### src/rtl/clock_pkg.sv
// ---------------------------------------------------------------------------
// clock_pkg
// Definitions shared by the digital-clock blocks: mode codes from the mode
// selector, field_sel codes, the setting-controller state encoding, the
// edit target, and the wrap limits for the time fields.
// ---------------------------------------------------------------------------
package clock_pkg;

   // Mode selector codes
   localparam logic [1:0] MODE_CLOCK     = 2'b00;
   localparam logic [1:0] MODE_ALARM     = 2'b01;
   localparam logic [1:0] MODE_STOPWATCH = 2'b10;
   localparam logic [1:0] MODE_SET       = 2'b11;

   // field_sel codes
   localparam logic [1:0] FIELD_NONE = 2'd0;
   localparam logic [1:0] FIELD_HOUR = 2'd1;
   localparam logic [1:0] FIELD_MIN  = 2'd2;
   localparam logic [1:0] FIELD_SEC  = 2'd3;

   // Field wrap limits (seconds share the minute limit)
   localparam logic [4:0] HOUR_MAX = 5'd23;
   localparam logic [5:0] MIN_MAX  = 6'd59;

   typedef enum logic [2:0] {
      ST_IDLE,
      ST_EDIT_H,
      ST_EDIT_M,
      ST_EDIT_S,
      ST_COMMIT
   } state_t;

   // Which register the editing session will load on commit
   typedef enum logic {
      TGT_TIME,
      TGT_ALARM
   } target_t;

endpackage

### src/rtl/tick_div.sv
// ---------------------------------------------------------------------------
// tick_div
// Cycle counter with a restart input and a terminal-count pulse.
// Counts 0..PERIOD-1 while en is high; tc pulses for one cycle on the count
// of PERIOD-1 and the counter wraps to 0. restart or a low en clears it.
//
// Ports:
//   clk      in   system clock
//   rst_n    in   asynchronous active-low reset
//   en       in   count enable
//   restart  in   synchronous clear; suppresses tc in the same cycle
//   tc       out  terminal-count pulse
// ---------------------------------------------------------------------------
module tick_div #(
   parameter int PERIOD = 4
) (
   input  logic clk,
   input  logic rst_n,
   input  logic en,
   input  logic restart,
   output logic tc
);

   localparam int W = (PERIOD > 1) ? $clog2(PERIOD) : 1;
   localparam logic [W-1:0] LAST = W'(PERIOD - 1);

   logic [W-1:0] cnt;

   // NOTE: sequential state uses non-blocking (<=) so every flop samples
   // pre-edge values; blocking here would create order-dependent races.
   always_ff @(posedge clk or negedge rst_n) begin
      if (!rst_n)
         cnt <= '0;
      else if (restart || !en || (cnt == LAST))
         cnt <= '0;
      else
         cnt <= cnt + W'(1);
   end

   assign tc = en && !restart && (cnt == LAST);

endmodule

### src/rtl/set_ctrl.sv
// ---------------------------------------------------------------------------
// set_ctrl
// Setting-mode controller of the digital clock. In set-time and alarm modes
// it captures the current time or alarm, lets the user step through fields
// and increment them with wrap, and on confirm pulses a one-cycle load strobe
// to the time-of-day counter or the alarm register. Sessions are abandoned on
// a mode change or after TIMEOUT_S seconds without a key press.
//
// Ports:
//   clk, rst_n                       clock, asynchronous active-low reset
//   model[1:0]                       mode code from the mode selector
//   key_sel / key_inc / key_ok       debounced one-cycle key pulses
//   cur_hour/cur_min/cur_sec         running time
//   alm_hour/alm_min                 stored alarm
//   edit_hour/edit_min/edit_sec      value under edit
//   field_sel[1:0]                   0 none, 1 hour, 2 min, 3 sec
//   blink_on                         selected field visible
//   editing                          session active (EDIT_* or COMMIT)
//   time_load / alm_load             one-cycle load strobes
// ---------------------------------------------------------------------------
module set_ctrl
   import clock_pkg::*;
#(
   parameter int CLK_FREQ  = 50_000_000,
   parameter int TIMEOUT_S = 10,
   parameter int BLINK_HZ  = 2
) (
   input  logic       clk,
   input  logic       rst_n,
   input  logic [1:0] model,
   input  logic       key_sel,
   input  logic       key_inc,
   input  logic       key_ok,
   input  logic [4:0] cur_hour,
   input  logic [5:0] cur_min,
   input  logic [5:0] cur_sec,
   input  logic [4:0] alm_hour,
   input  logic [5:0] alm_min,
   output logic [4:0] edit_hour,
   output logic [5:0] edit_min,
   output logic [5:0] edit_sec,
   output logic [1:0] field_sel,
   output logic       blink_on,
   output logic       editing,
   output logic       time_load,
   output logic       alm_load
);

   localparam int TIMEOUT_CYC = TIMEOUT_S * CLK_FREQ;
   localparam int BLINK_CYC   = CLK_FREQ / (2 * BLINK_HZ);

   state_t     state_q, state_d;
   target_t    target_q, target_d;
   logic [1:0] model_q;
   logic [4:0] hour_q, hour_d;
   logic [5:0] min_q, min_d;
   logic [5:0] sec_q, sec_d;
   logic       blink_q;

   logic any_key, mode_changed, edit_mode, in_edit, entry;
   logic timeout_tc, blink_tc;

   assign any_key      = key_sel || key_inc || key_ok;
   assign mode_changed = (model != model_q);
   assign edit_mode    = (model == MODE_SET) || (model == MODE_ALARM);
   assign in_edit      = (state_q == ST_EDIT_H) || (state_q == ST_EDIT_M) ||
                         (state_q == ST_EDIT_S);
   assign entry        = (state_q == ST_IDLE) && edit_mode &&
                         (mode_changed || key_sel);

   // Inactivity timeout: restarted by any key and by session entry.
   tick_div #(.PERIOD(TIMEOUT_CYC)) u_timeout (
      .clk     (clk),
      .rst_n   (rst_n),
      .en      (in_edit),
      .restart (any_key || entry),
      .tc      (timeout_tc)
   );

   // Blink half-period divider: same restart rule so a key shows the field.
   tick_div #(.PERIOD(BLINK_CYC)) u_blink (
      .clk     (clk),
      .rst_n   (rst_n),
      .en      (in_edit),
      .restart (any_key || entry),
      .tc      (blink_tc)
   );

   always_ff @(posedge clk or negedge rst_n) begin
      if (!rst_n) begin
         state_q  <= ST_IDLE;
         target_q <= TGT_TIME;
         model_q  <= MODE_CLOCK;
         hour_q   <= '0;
         min_q    <= '0;
         sec_q    <= '0;
      end else begin
         state_q  <= state_d;
         target_q <= target_d;
         model_q  <= model;
         hour_q   <= hour_d;
         min_q    <= min_d;
         sec_q    <= sec_d;
      end
   end

   // Next-state and edit-value logic. Priority inside a session:
   // mode change (abandon) > key_ok > key_sel > key_inc > timeout.
   always_comb begin
      // NOTE: every signal gets a default before the case so no path leaves
      // it unassigned; a missing default infers a latch.
      state_d  = state_q;
      target_d = target_q;
      hour_d   = hour_q;
      min_d    = min_q;
      sec_d    = sec_q;

      case (state_q)
         ST_IDLE: begin
            if (entry) begin
               state_d = ST_EDIT_H;
               if (model == MODE_SET) begin
                  target_d = TGT_TIME;
                  hour_d   = cur_hour;
                  min_d    = cur_min;
                  sec_d    = cur_sec;
               end else begin
                  target_d = TGT_ALARM;
                  hour_d   = alm_hour;
                  min_d    = alm_min;
                  sec_d    = '0;
               end
            end
         end

         ST_EDIT_H, ST_EDIT_M, ST_EDIT_S: begin
            if (mode_changed) begin
               state_d = ST_IDLE;
            end else if (key_ok) begin
               state_d = ST_COMMIT;
            end else if (key_sel) begin
               case (state_q)
                  ST_EDIT_H: state_d = ST_EDIT_M;
                  ST_EDIT_M: state_d = (target_q == TGT_TIME) ? ST_EDIT_S : ST_EDIT_H;
                  default:   state_d = ST_EDIT_H;
               endcase
            end else if (key_inc) begin
               case (state_q)
                  ST_EDIT_H: hour_d = (hour_q == HOUR_MAX) ? '0 : hour_q + 5'd1;
                  ST_EDIT_M: min_d  = (min_q  == MIN_MAX)  ? '0 : min_q  + 6'd1;
                  default:   sec_d  = (sec_q  == MIN_MAX)  ? '0 : sec_q  + 6'd1;
               endcase
            end else if (timeout_tc) begin
               state_d = ST_IDLE;
            end
         end

         ST_COMMIT: state_d = ST_IDLE;

         default:   state_d = ST_IDLE;
      endcase
   end

   // Blink: dark whenever the session is (or is about to be) idle, lit by any
   // key or entry, otherwise toggled by the divider.
   always_ff @(posedge clk or negedge rst_n) begin
      if (!rst_n)
         blink_q <= 1'b0;
      else if (state_d == ST_IDLE)
         blink_q <= 1'b0;
      else if (any_key || entry)
         blink_q <= 1'b1;
      else if (blink_tc)
         blink_q <= !blink_q;
   end

   always_comb begin
      field_sel = FIELD_NONE;
      case (state_q)
         ST_EDIT_H: field_sel = FIELD_HOUR;
         ST_EDIT_M: field_sel = FIELD_MIN;
         ST_EDIT_S: field_sel = FIELD_SEC;
         default:   field_sel = FIELD_NONE;
      endcase
   end

   assign edit_hour = hour_q;
   assign edit_min  = min_q;
   assign edit_sec  = sec_q;
   assign blink_on  = blink_q;
   assign editing   = in_edit || (state_q == ST_COMMIT);
   assign time_load = (state_q == ST_COMMIT) && (target_q == TGT_TIME);
   assign alm_load  = (state_q == ST_COMMIT) && (target_q == TGT_ALARM);

endmodule

### config.mk
export PLATFORM = sky130hd
export DESIGN_NAME = set_ctrl
export DESIGN_NICKNAME = d
export VERILOG_FILES = /design/src/rtl/clock_pkg.sv /design/src/rtl/tick_div.sv /design/src/rtl/set_ctrl.sv
export SDC_FILE = /design/constraint.sdc
export NUM_CORES = 1
export LEC_CHECK = 0
export BUFFER_PORTS_ARGS = -buffer_cell sky130_fd_sc_hd__buf_2
export CORE_MARGIN = 8
export CORE_UTILIZATION = 52
export DETAILED_ROUTE_END_ITERATION = 7
export PLACE_DENSITY = 0.75
export SLEW_MARGIN = 15
export SYNTH_ARGS = -nofsm -noshare
export SYNTH_HDL_FRONTEND = slang
export SYNTH_SLANG_ARGS = --single-unit
### constraint.sdc
create_clock -name clk -period 1.8 [get_ports clk]
set_input_delay 0.27 -clock clk [delete_from_list [all_inputs] [get_ports clk]]
set_output_delay 0.27 -clock clk [all_outputs]
set_load 0.01 [all_outputs]
* After elaboration in Yosys (flattened, before gate mapping) *
Cells that the tools add are included.
W data, S select, Z words.

cells by class
  bitwise logic cells = 1
  multiplexer cells = 43
  reduce and logical (&&, ||, !) cells = 31
  equality and inequality tests = 20
  add/sub/neg operators = 5

operators with widths
  kind                     count
  $mux W6                  16
  $mux W5                  8
  $add A29 B1 Y29 const B  1
  $eq A29 B29 Y1 const B   1
  $mux W29                 1
  $add A24 B1 Y24 const B  1
  $eq A24 B24 Y1 const B   1
  $mux W24                 1
  $pmux W6 S2              2
  $reduce_and A7 Y1        3
  $mux W3                  6
  $ne A2 B2 Y1 const B     8
  $add A6 B1 Y6 const B    2
  $eq A6 B6 Y1 const B     2
  $logic_or A1 B1 Y1       11
  $pmux W5 S2              1
  $logic_and A1 B1 Y1      7
  $eq A3 B2 Y1 const B     2
  $logic_not A3 Y1         2
  $pmux W2 S3              1
  $pmux W3 S2              1
  $add A5 B1 Y5 const B    1
  $eq A5 B5 Y1 const B     1
  $mux W1                  4
  14 further kinds         16

storage, ports and cells
  bits of input ports = 35
  word-level logic and storage cells = 109
  output and inout bits = 23
  register bits = 77

* Longest topological paths before layout *
Gate-level depths: netlist of run 1.

  word-level depth = 16
  mapped depth = 8
  depth with buffers taken out = 6

* Hierarchy *
Synthesis of run 1 repeated with hierarchy kept, for this count alone.

unflattened totals
  cell total of the unflattened synthesis = 495
  area, all modules = 4,636.9 um^2

by module, submodules not included
  module                area each (um^2)  seq. area each (um^2)  cells each  times used
  set_ctrl              1,745.4           600.6                  188         1
  tick_div (u_timeout)  1,636.6           725.7                  177         1
  tick_div (u_blink)    1,255.0           600.6                  130         1

* Worst setup path before layout of run 1 *
No wires, ideal clock.

  path kind = reg-to-reg
  start point = register state_q[1]
  end point = register min_q[0] (netlist: edit_min[0])
  cell stages (with the launch flop) = 7
  setup time = 0.125 ns
  period minus slack after synthesis = 1.824 ns
  path buffers = 1
  data required time = 1.675 ns
  arrival = 1.699 ns
  slack = -0.024 ns
  cell sequence = dfrtp_1 buf_4 nor2_2 o211ai_2 a211oi_4 nand2_4 mux2_4

on the way
  longest elaborated chain between the ends = 5
  elaborated cells between the ends (all ways) = 16
  those cells by class = 9 x eq/ne; 1 x mux; 6 x reduce/logical

ends and longest elaborated chain
  item                                                       RTL line         text
  start: declaration                                         set_ctrl.sv:52   state_t state_q, state_d;
  start signal: assignment                                   set_ctrl.sv:98   state_q <= state_d;
  branches (longest 5 deep; another with $reduce_and A7 Y1)  --
  end signal: assignment                                     set_ctrl.sv:102  min_q <= min_d;
  end: declaration                                           set_ctrl.sv:56   logic [5:0] min_q, min_d;

Parallel ways; which one is timed is not known.
A chain may end at the register's enable or synchronous reset.

* Worst setup path in the final report of run 1 *
  start point = register model_q[1]
  end point = register min_q[0] (netlist: edit_min[0])

on the way
  longest elaborated chain between the ends = 5
  elaborated cells between the ends (all ways) = 6
  those cells by class = 3 x eq/ne; 3 x reduce/logical

ends and longest elaborated chain
  item                                  RTL line         text
  start: declaration                    set_ctrl.sv:54   logic [1:0] model_q;
  start signal: assignment              set_ctrl.sv:100  model_q <= model;
  $ne A2 B2 Y1 *                        set_ctrl.sv:64   assign mode_changed = (model != model_q);
  $logic_or A1 B1 Y1                    set_ctrl.sv:69   (mode_changed || key_sel);
  $logic_and A1 B1 Y1                   set_ctrl.sv:68   assign entry = (state_q == ST_IDLE) && edit_mode &&
  $ne A2 B2 Y1 (no source line)         --
  $reduce_and A7 Y1 (no source line) *  --

Mark *: on every way between the ends. The rest lies on a longest branch, timed or not.

==> qor.txt, run 1 <==
====================================================================================
Status                                                                  complete, no violations
Clk_skew                                                                   0.0124 ns
Starting density of the core                                                   0.533
Clock network fraction of design power                                         0.318
Routability congestion estimate                                                0.904
Most used flip-flop cell after synthesis                                sky130_fd_sc_hd__dfrtp_1
Count of inserted antenna diode cells                                              0
Hold Path Depth                                                                    1
Synthesized cell area                                                       4340 µm²
Clock slew seen by the registers of the worst setup and hold paths           0.08 ns
GRT overflow                                                                       0
Hold path startpoint                                                        model[1]
Minimum setup slack among reg-to-reg paths                                  0.002 ns
Clock H-tree levels                                                                3
Hold violation total from the final report                                         0
Sum of net half-perimeters after detailed placement                          7660 µm
Capturing point of the worst reg2reg path                                edit_min[0]
Critical-path maximum fanout                                                       4
Highest clock frequency the design can meet                                  556 MHz
Gate count of the mapped netlist                                                 459
Proportion of synthesized flip-flops having asynchronous set or reset           1.00
TritonCTS clock tree                                                           built
Clock latency of the later-clocked register in the worst-skew pair           0.35 ns
DRT Pass-1 Iters                                                                   4
Crit path arrival time                                                       2.03 ns
Combinational power share                                                      0.248
Boundary Pins                                                                     58
Synthesized netlist net count                                                    499
Area share of the largest cell type after synthesis                            0.444
Maximum number of pins on one net before global-route repair                      41
Wire length of the first global-routing pass                               17,800 µm
Layout Area Growth over Synthesis                                              29.6%
Via count of the routed design                                                 3,831
Antenna violations before repair                                                   0
Total setup violations reported at the end of the flow                             0
DRT antenna net count                                                              0
Clock Sinks                                                                       77
Post-layout net count                                                            610
IO Port Bufs                                                                      57
Post-detailed-route wirelength per cell                                      16.2 µm
Number of global-route vias before repair                                      3,822
Global-route usage over all layers                                             0.189
Synth top area cells                                                    sky130_fd_sc_hd__dfrtp_1 (44%), sky130_fd_sc_hd__xnor2_1 (6.7%), sky130_fd_sc_hd__nor2_1 (5.7%)
Library cell used as clock root buffer                                  sky130_fd_sc_hd__clkbuf_8
Total count of max-transition violations in the final report                       0
Count leader, synth                                                     sky130_fd_sc_hd__dfrtp_1
Required time at the endpoint of the critical path                           2.04 ns
Most frequent cells after synthesis                                     sky130_fd_sc_hd__dfrtp_1 (77), sky130_fd_sc_hd__nor2_1 (66), sky130_fd_sc_hd__nand2_1 (34), sky130_fd_sc_hd__xnor2_1 (33), sky130_fd_sc_hd__nand3_1 (32)
Count of state elements after synthesis                                           77
FF-to-FF Start                                                            model_q[1]
Sequential-to-total area share from yosys stat                                 0.444
Start-to-end type of the worst setup path                               register to register
Standby leakage power                                                        2.39 nW
Row cnt                                                                           33
Final routed DRC violation total                                                   0
Utilization of the core after routing                                          0.691
Placeable Area                                                              8130 µm²
Maximum resistive drop on vdd                                                 464 µV
Final Cycle Share                                                              0.999
Slew of the pin with the lowest slew margin                                 0.566 ns
Max Root-Sink Buffers                                                              2
Post-layout min period                                                       1.80 ns
Depth of the most critical reg-to-reg path                                         5
Die span in y                                                                 107 µm
Num CTS Buffers                                                                    9
Horizontal extent of the die                                                  107 µm
Cell variety after synth                                                          62
P per Cell Area                                                           890 nW/µm²
Fraction of layout instances using a drive strength above 1                    0.310
Total of max-cap violations                                                        0
Worst hold slack                                                            0.120 ns
Detailed router's first-iteration violation count                                173
P_sw                                                                       0.00154 W
Fill cell total of the finished layout                                           579
End point of the worst hold path                                          model_q[1]
Nature of the critical path endpoint                                        register
Internal power summed over all cells                                       0.00346 W
Headroom to the max-slew limit                                                 0.623
Post-synth EDFFs                                                                   0
Combined area of the multi-input logic cells                                2460 µm²
Path type of the worst min-delay path                                   primary input to register
Die outline area                                                          11,500 µm²
Cell accounting for the most synthesized area                           sky130_fd_sc_hd__dfrtp_1
Setup repair after global routing missed its margin                              yes
Proportion of total power due to net switching                                 0.308
Mean instance size in the synthesized netlist                               9.45 µm²
Routed wire length                                                         11,000 µm
Sequential Area                                                             1930 µm²
Startpoint Class                                                            register
Timing startpoint of the critical path                                    model_q[1]
Via/cell ratio                                                                  5.63
Yosys Warn Count                                                                   0
Sequential Power Share                                                         0.434
====================================================================================
-- worst max path at each step --
stage | to | slack (ns) | cells past startpoint
6_report | edit_min[0] | 0.002 | 5
5_1_grt | u_timeout.cnt[28] | -0.06 | 6
4_1_cts | edit_sec[0] | -0.02 | 6
3_5_place_dp | edit_min[1] | -0.04 | 6
3_3_place_gp | edit_min[1] | 0.0008 | 6
2_1_floorplan | blink_on | 0.02 | 6
-- critical path, cell delays in order (launching register included) --
cell	delay [ns]
sky130_fd_sc_hd__dfrtp_1	0.43
sky130_fd_sc_hd__xnor2_2	0.22
sky130_fd_sc_hd__nand4_4	0.18
sky130_fd_sc_hd__a211oi_4	0.42
sky130_fd_sc_hd__nand2_4	0.12
sky130_fd_sc_hd__mux2_4	0.31
-- layer usage --
layer / GRT usage / routed length [µm]
met3: 0.0461 / 637
met4: 0.0714 / 174
met5: 0 / 0
met1: 0.231 / 4750
met2: 0.314 / 5460
-- kinds of logic (layout without fill, tap and decap cells) --
kind of cell               count (synthesis)  after routing  synth area share
and+or+nand+nor                          217            217             0.255
AOI/OAI and AO/OA                         63             63             0.109
muxes                                     11             11            0.0297
DFF                                       77             77             0.444
xor gates and xnor gates                  54             54             0.113
buffers and inverters                     32            148            0.0349
adders and majority gates                  5              5            0.0144
-- state kept, by name, summed over array words and instances, names as in the netlist --
signal and cells:
model_q 2, edit_min 6, target_q 1, edit_sec 6, u_timeout.cnt 29, u_blink.cnt 24
blink_on 1, edit_hour 5, state_q 3
-- power groups by stage --
stage | combinational, W | sequential, W | clock (W)
after floorplan | 0.000606 | 0.00221 | 0
after global placement | 0.00113 | 0.00217 | 0
after detailed placement | 0.00116 | 0.00218 | 0
after CTS | 0.00117 | 0.00214 | 0.00162
after global routing | 0.00136 | 0.00220 | 0.00168
final | 0.00124 | 0.00217 | 0.00159
-- stage by stage --
stage                     cells  TNS (ns)  power (W)  setup WS, ns  instance area, µm²
after global placement      656         0    0.00330      0.000800                5120
after floorplan             459         0    0.00281        0.0243                4350
after detailed placement    656    -0.118    0.00334       -0.0386                5120
after global routing        680    -0.282    0.00524       -0.0581                5620
after CTS                   673   -0.0290    0.00494       -0.0189                5390
final                       680         0    0.00500       0.00211                5620
-- cell usage in the layout, fill, tap and decap left out, drive strengths merged, types with 3 or more instances in the layout --
cell type / netlist / layout
a21oi: 13 / 13
a22o: 4 / 4
mux2: 6 / 6
nor2: 68 / 68
nor2b: 5 / 5
mux2i: 5 / 5
nand4: 13 / 13
inv: 14 / 14
xnor2: 35 / 35
clkbuf: 6 / 12
o21ai: 12 / 12
a31oi: 3 / 3
nand2: 36 / 36
o22ai: 3 / 3
and3: 11 / 11
nor3: 22 / 22
and4: 10 / 10
xor2: 19 / 19
a22oi: 4 / 4
ha: 5 / 5
buf: 12 / 117
bufinv: 0 / 3
o31ai: 4 / 4
o2bb2ai: 4 / 4
dfrtp: 77 / 77
nor4: 7 / 7
nand3: 33 / 33
-- area by class of cell --
type,count,share of cell area
multi-input cells,350,0.439
flip-flops and latches,77,0.343
clock inverters,4,0.0169
inverters,14,0.00935
repair buffers,118,0.143
well taps,105,0.0234
clock buffers,12,0.0258
-- timing repair --
action | 4_1_cts | 5_1_grt
buffers inserted | 0 | 7
resized for setup | 3 | 31
pin swaps | 0 | 15
hold buffers | 1 | 0
endpoints found under the hold margin | 38 | 0
endpoints found under the setup margin | 8 | 41
Note: power is estimated with default switching activity, not from simulation.
==> inputs of run 2 (changes only) <==
Settings changed: ABC_AREA set to 1, CORE_UTILIZATION 52 to 53, PLACE_DENSITY 0.75 to 0.76.
==> qor.txt, run 2 <==
====================================================================================
Count leader, synth                                                     sky130_fd_sc_hd__nand2_1
Synth top area cells                                                    sky130_fd_sc_hd__dfrtp_1 (41%), sky130_fd_sc_hd__nand2_1 (9.3%), sky130_fd_sc_hd__nor2_1 (8.3%)
Commonest non-fill, non-tap cells in the layout                         sky130_fd_sc_hd__nand2_1 (113), sky130_fd_sc_hd__nor2_1 (101), sky130_fd_sc_hd__dfrtp_1 (76), sky130_fd_sc_hd__inv_1 (73), sky130_fd_sc_hd__buf_2 (56)
Status                                                                  finished, violations left
Final routed DRC violation total                                                   0   unchanged
Final Cycle Share                                                               1.02   +0.0164
Placed Cells incl. Taps                                                          792   +21%
Sequential Area                                                             1930 µm²   unchanged
Gate count of the mapped netlist                                                 622   +36%
Main combinational cell family by area after synthesis                  simple AND/OR/NAND/NOR gates
Library cell used as clock root buffer                                  sky130_fd_sc_hd__clkbuf_8
Detailed router's first-iteration violation count                                289   +67%
Clk_skew                                                                   0.0127 ns   +0.000395 ns
Number of global-route vias before repair                                      4,337   +13%
Die span in y                                                                 110 µm   +2.6%
P per Cell Area                                                           798 nW/µm²   -10%
Layout Area Growth over Synthesis                                              22.3%
Synthesized cell area                                                       4690 µm²   +8.2%
Standby leakage power                                                        2.60 nW   +8.6%
Critical-path maximum fanout                                                       5   +1
Wire length of the first global-routing pass                               19,300 µm   +8.7%
Register name with the most flops                                       u_timeout.cnt
Most used flip-flop cell after synthesis                                sky130_fd_sc_hd__dfrtp_1
Yosys Warn Count                                                                   0   unchanged
TritonCTS clock tree                                                           built
Via count of the routed design                                                 4,459   +16%
Area share of the largest cell type after synthesis                            0.411   -0.0336
Fin cells                                                                        828   +22%
Required time at the endpoint of the critical path                           2.06 ns   +0.02 ns
Sum of net half-perimeters after detailed placement                          8590 µm   +12%
Post-layout net count                                                            755   +24%
Headroom to the max-slew limit                                                 0.657   +0.0348
End point of the worst hold path                                          model_q[1]
Hold path startpoint                                                        model[1]
Count of state elements after synthesis                                           77   unchanged
FF-to-FF Start                                                          u_blink.cnt[0]
Mean instance size in the synthesized netlist                               7.54 µm²   -20%
Row cnt                                                                           34   +3.0%
Highest clock frequency the design can meet                                  547 MHz   -1.6%
Synth Area in Compound Gates                                                   0.101   -0.00853
Boundary Pins                                                                     58   unchanged
Violated checks                                                         setup timing
Nature of the critical path endpoint                                        register
Cell accounting for the most synthesized area                           sky130_fd_sc_hd__dfrtp_1
Utilization of the core after routing                                          0.664   -0.0268
Path type of the worst min-delay path                                   primary input to register
Most frequent cells after synthesis                                     sky130_fd_sc_hd__nand2_1 (116), sky130_fd_sc_hd__nor2_1 (104), sky130_fd_sc_hd__dfrtp_1 (77), sky130_fd_sc_hd__inv_1 (75), sky130_fd_sc_hd__o21ai_0 (34)
Fraction of layout instances using a drive strength above 1                    0.243   -0.0665
GRT overflow                                                                       0   unchanged
Sequential Power Share                                                         0.468   +0.034
IO Port Bufs                                                                      57   unchanged
Maximum resistive drop on vdd                                                 672 µV   +45%
Num CTS Buffers                                                                    9   unchanged
Adder-cell area share of the yosys netlist                                    0.0133   -0.00109
Startpoint Class                                                            register
Clock slew seen by the registers of the worst setup and hold paths           0.08 ns   about the same
Setup repair after global routing missed its margin                              yes
Starting density of the core                                                   0.543   +0.0100
Total count of max-transition violations in the final report                       0   unchanged
Simple-gate share of the synthesized area                                      0.338   +0.0832
Die outline area                                                          12,100 µm²   +5.2%
Slew of the pin with the lowest slew margin                                 0.513 ns   -0.0527 ns
Synthesized netlist net count                                                    662   +33%
Capturing point of the worst reg2reg path                               u_blink.cnt[22]
Combined area of the multi-input logic cells                                2560 µm²   +4.0%
Routability congestion estimate                                                0.916   +1.3%
Depth of the most critical reg-to-reg path                                        11   +6
P_sw                                                                       0.00147 W   -4.7%
Max Root-Sink Buffers                                                              2   unchanged
Post-synth EDFFs                                                                   0   unchanged
Fraction of synthesized area in multiplexers                                       0   -0.0297
Worst Setup Slack post-DPL                                                -0.0627 ns   -0.0240 ns
Final critical-path setup slack                                           -0.0274 ns   -0.0295 ns
Leading cell type in the layout, fill and taps excluded                 sky130_fd_sc_hd__nand2_1
Count of inserted antenna diode cells                                              0   unchanged
Placeable Area                                                              8640 µm²   +6.2%
Horizontal extent of the die                                                  110 µm   +2.6%
DRT antenna net count                                                              0   unchanged
Crit path arrival time                                                       2.08 ns   +0.05 ns
Internal power summed over all cells                                       0.00310 W   -10%
Minimum setup slack among reg-to-reg paths                                  -0.03 ns   -0.03 ns
Antenna violations before repair                                                   0   unchanged
Maximum number of pins on one net before global-route repair                      34   -17%
Sequential-to-total area share from yosys stat                                 0.411   -0.0336
Clock network fraction of design power                                         0.307   -0.011
Combinational power share                                                      0.225   -0.023
Cell variety after synth                                                          42   -32%
Start-to-end type of the worst setup path                               register to register
Post-synthesis xor/xnor area fraction                                         0.0579   -0.0547
Post-detailed-route wirelength per cell                                      14.3 µm   -12%
Total setup violations reported at the end of the flow                             2   +2
Routed wire length                                                         11,800 µm   +7.4%
Hold Path Depth                                                                    1   unchanged
Via/cell ratio                                                                  5.39   -4.4%
Clock Sinks                                                                       77   unchanged
Post-layout min period                                                       1.83 ns   +0.0295 ns
Registers with the most flip-flops                                      u_timeout.cnt (29), u_blink.cnt (24)
Global-route usage over all layers                                             0.197   +0.00806
Flip-flop count of the largest register, all copies and words added               29   unchanged
Proportion of synthesized flip-flops having asynchronous set or reset           1.00   unchanged
Total of max-cap violations                                                        0   unchanged
Hold violation total from the final report                                         0   unchanged
Clock latency of the later-clocked register in the worst-skew pair           0.36 ns   about the same
Fill cell total of the finished layout                                           716   +24%
DRT Pass-1 Iters                                                                   5   +1
Proportion of total power due to net switching                                 0.321   +0.0132
Clock H-tree levels                                                                3   unchanged
====================================================================================
run 2: cell types whose count changed in the layout (fill, tap and decap cells not counted), moves of 6 or more:
cell | previous run | this run
sky130_fd_sc_hd__and3_1 | 11 | 1
sky130_fd_sc_hd__and4_1 | 9 | 0
sky130_fd_sc_hd__buf_4 | 56 | 32
sky130_fd_sc_hd__inv_1 | 14 | 73
sky130_fd_sc_hd__inv_2 | 0 | 8
sky130_fd_sc_hd__nand2_1 | 33 | 113
sky130_fd_sc_hd__nor2_1 | 66 | 101
sky130_fd_sc_hd__nor2_4 | 1 | 11
sky130_fd_sc_hd__nor3_2 | 4 | 10
sky130_fd_sc_hd__o21ai_0 | 12 | 33
sky130_fd_sc_hd__o21ai_1 | 0 | 14
sky130_fd_sc_hd__xnor2_1 | 33 | 10
run 2: worst max-delay path by stage:
stage,startpoint,to
after floorplan,u_blink.cnt[0],u_blink.cnt[18]
after global routing,u_blink.cnt[1],u_blink.cnt[18]
after global placement,u_blink.cnt[0],u_blink.cnt[18]
after detailed placement,u_blink.cnt[0],u_blink.cnt[18]
final,u_blink.cnt[0],u_blink.cnt[22]
after CTS,u_blink.cnt[1],u_blink.cnt[18]
run 2: through the flow:
step           power (W)  cell area [µm²]  setup TNS (ns)  hold slack (ns)
2_1_floorplan    0.00275             4690               0          -0.0256
3_3_place_gp     0.00316             5190               0            0.204
3_5_place_dp     0.00318             5190         -0.0627            0.208
4_1_cts          0.00459             5430         -0.0164           0.0597
5_1_grt          0.00484             5730          -0.772           0.0535
6_report         0.00457             5730         -0.0285           0.0647
run 2: timing repair:
item / in CTS / in global routing
buffers inserted: 1 / 18
hold buffers: 1 / 0
pin swaps: 0 / 15
resized for setup: 3 / 38
endpoints found under the hold margin: 24 / 0
setup endpoints to repair: 3 / 38
run 2: kinds of logic (layout without fill, tap and decap cells):
logic type | after synthesis | after routing
simple gates | 333 | 333
buf+inv | 92 | 190
compound gates | 84 | 84
flops | 77 | 77
xor+xnor | 31 | 31
fa+ha+maj | 5 | 5
run 2: power by group through the flow:
stage | clock (W) | sequential, W | combinational (W)
4_1_cts | 0.00142 | 0.00214 | 0.00103
5_1_grt | 0.00149 | 0.00217 | 0.00118
2_1_floorplan | 0 | 0.00220 | 0.000546
3_5_place_dp | 0 | 0.00217 | 0.00102
3_3_place_gp | 0 | 0.00216 | 0.00100
6_report | 0.00140 | 0.00214 | 0.00103
run 2: cell type report:
cell class,instances,area share
clock buffer,13,0.0295
clock inverter,3,0.00742
inverter,81,0.0530
multi-input combinational,453,0.447
sequential,77,0.336
tap,108,0.0236
timing repair buffer,93,0.103
run 2: per-layer routing:
| layer | track usage | share of wire | vias up |
|---|---|---|---|
| met5 | 0 | 0 | - |
| met4 | 0.0636 | 0.022 | 0 |
| li1 | - | - | 2208 |
| met1 | 0.247 | 0.43 | 2092 |
| met2 | 0.333 | 0.51 | 133 |
| met3 | 0.0384 | 0.044 | 26 |
run 2: critical path, cell delays in order, from the launching register on:
cell	delay, ns
sky130_fd_sc_hd__dfrtp_1	0.36
sky130_fd_sc_hd__ha_2	0.21
sky130_fd_sc_hd__nand2_4	0.07
sky130_fd_sc_hd__nor2_4	0.11
sky130_fd_sc_hd__nand2_2	0.08
sky130_fd_sc_hd__nor2_4	0.18
sky130_fd_sc_hd__nand4_4	0.12
sky130_fd_sc_hd__nor2_4	0.19
sky130_fd_sc_hd__buf_6	0.13
sky130_fd_sc_hd__nand2_4	0.05
sky130_fd_sc_hd__o21ai_2	0.17
sky130_fd_sc_hd__a21oi_2	0.04
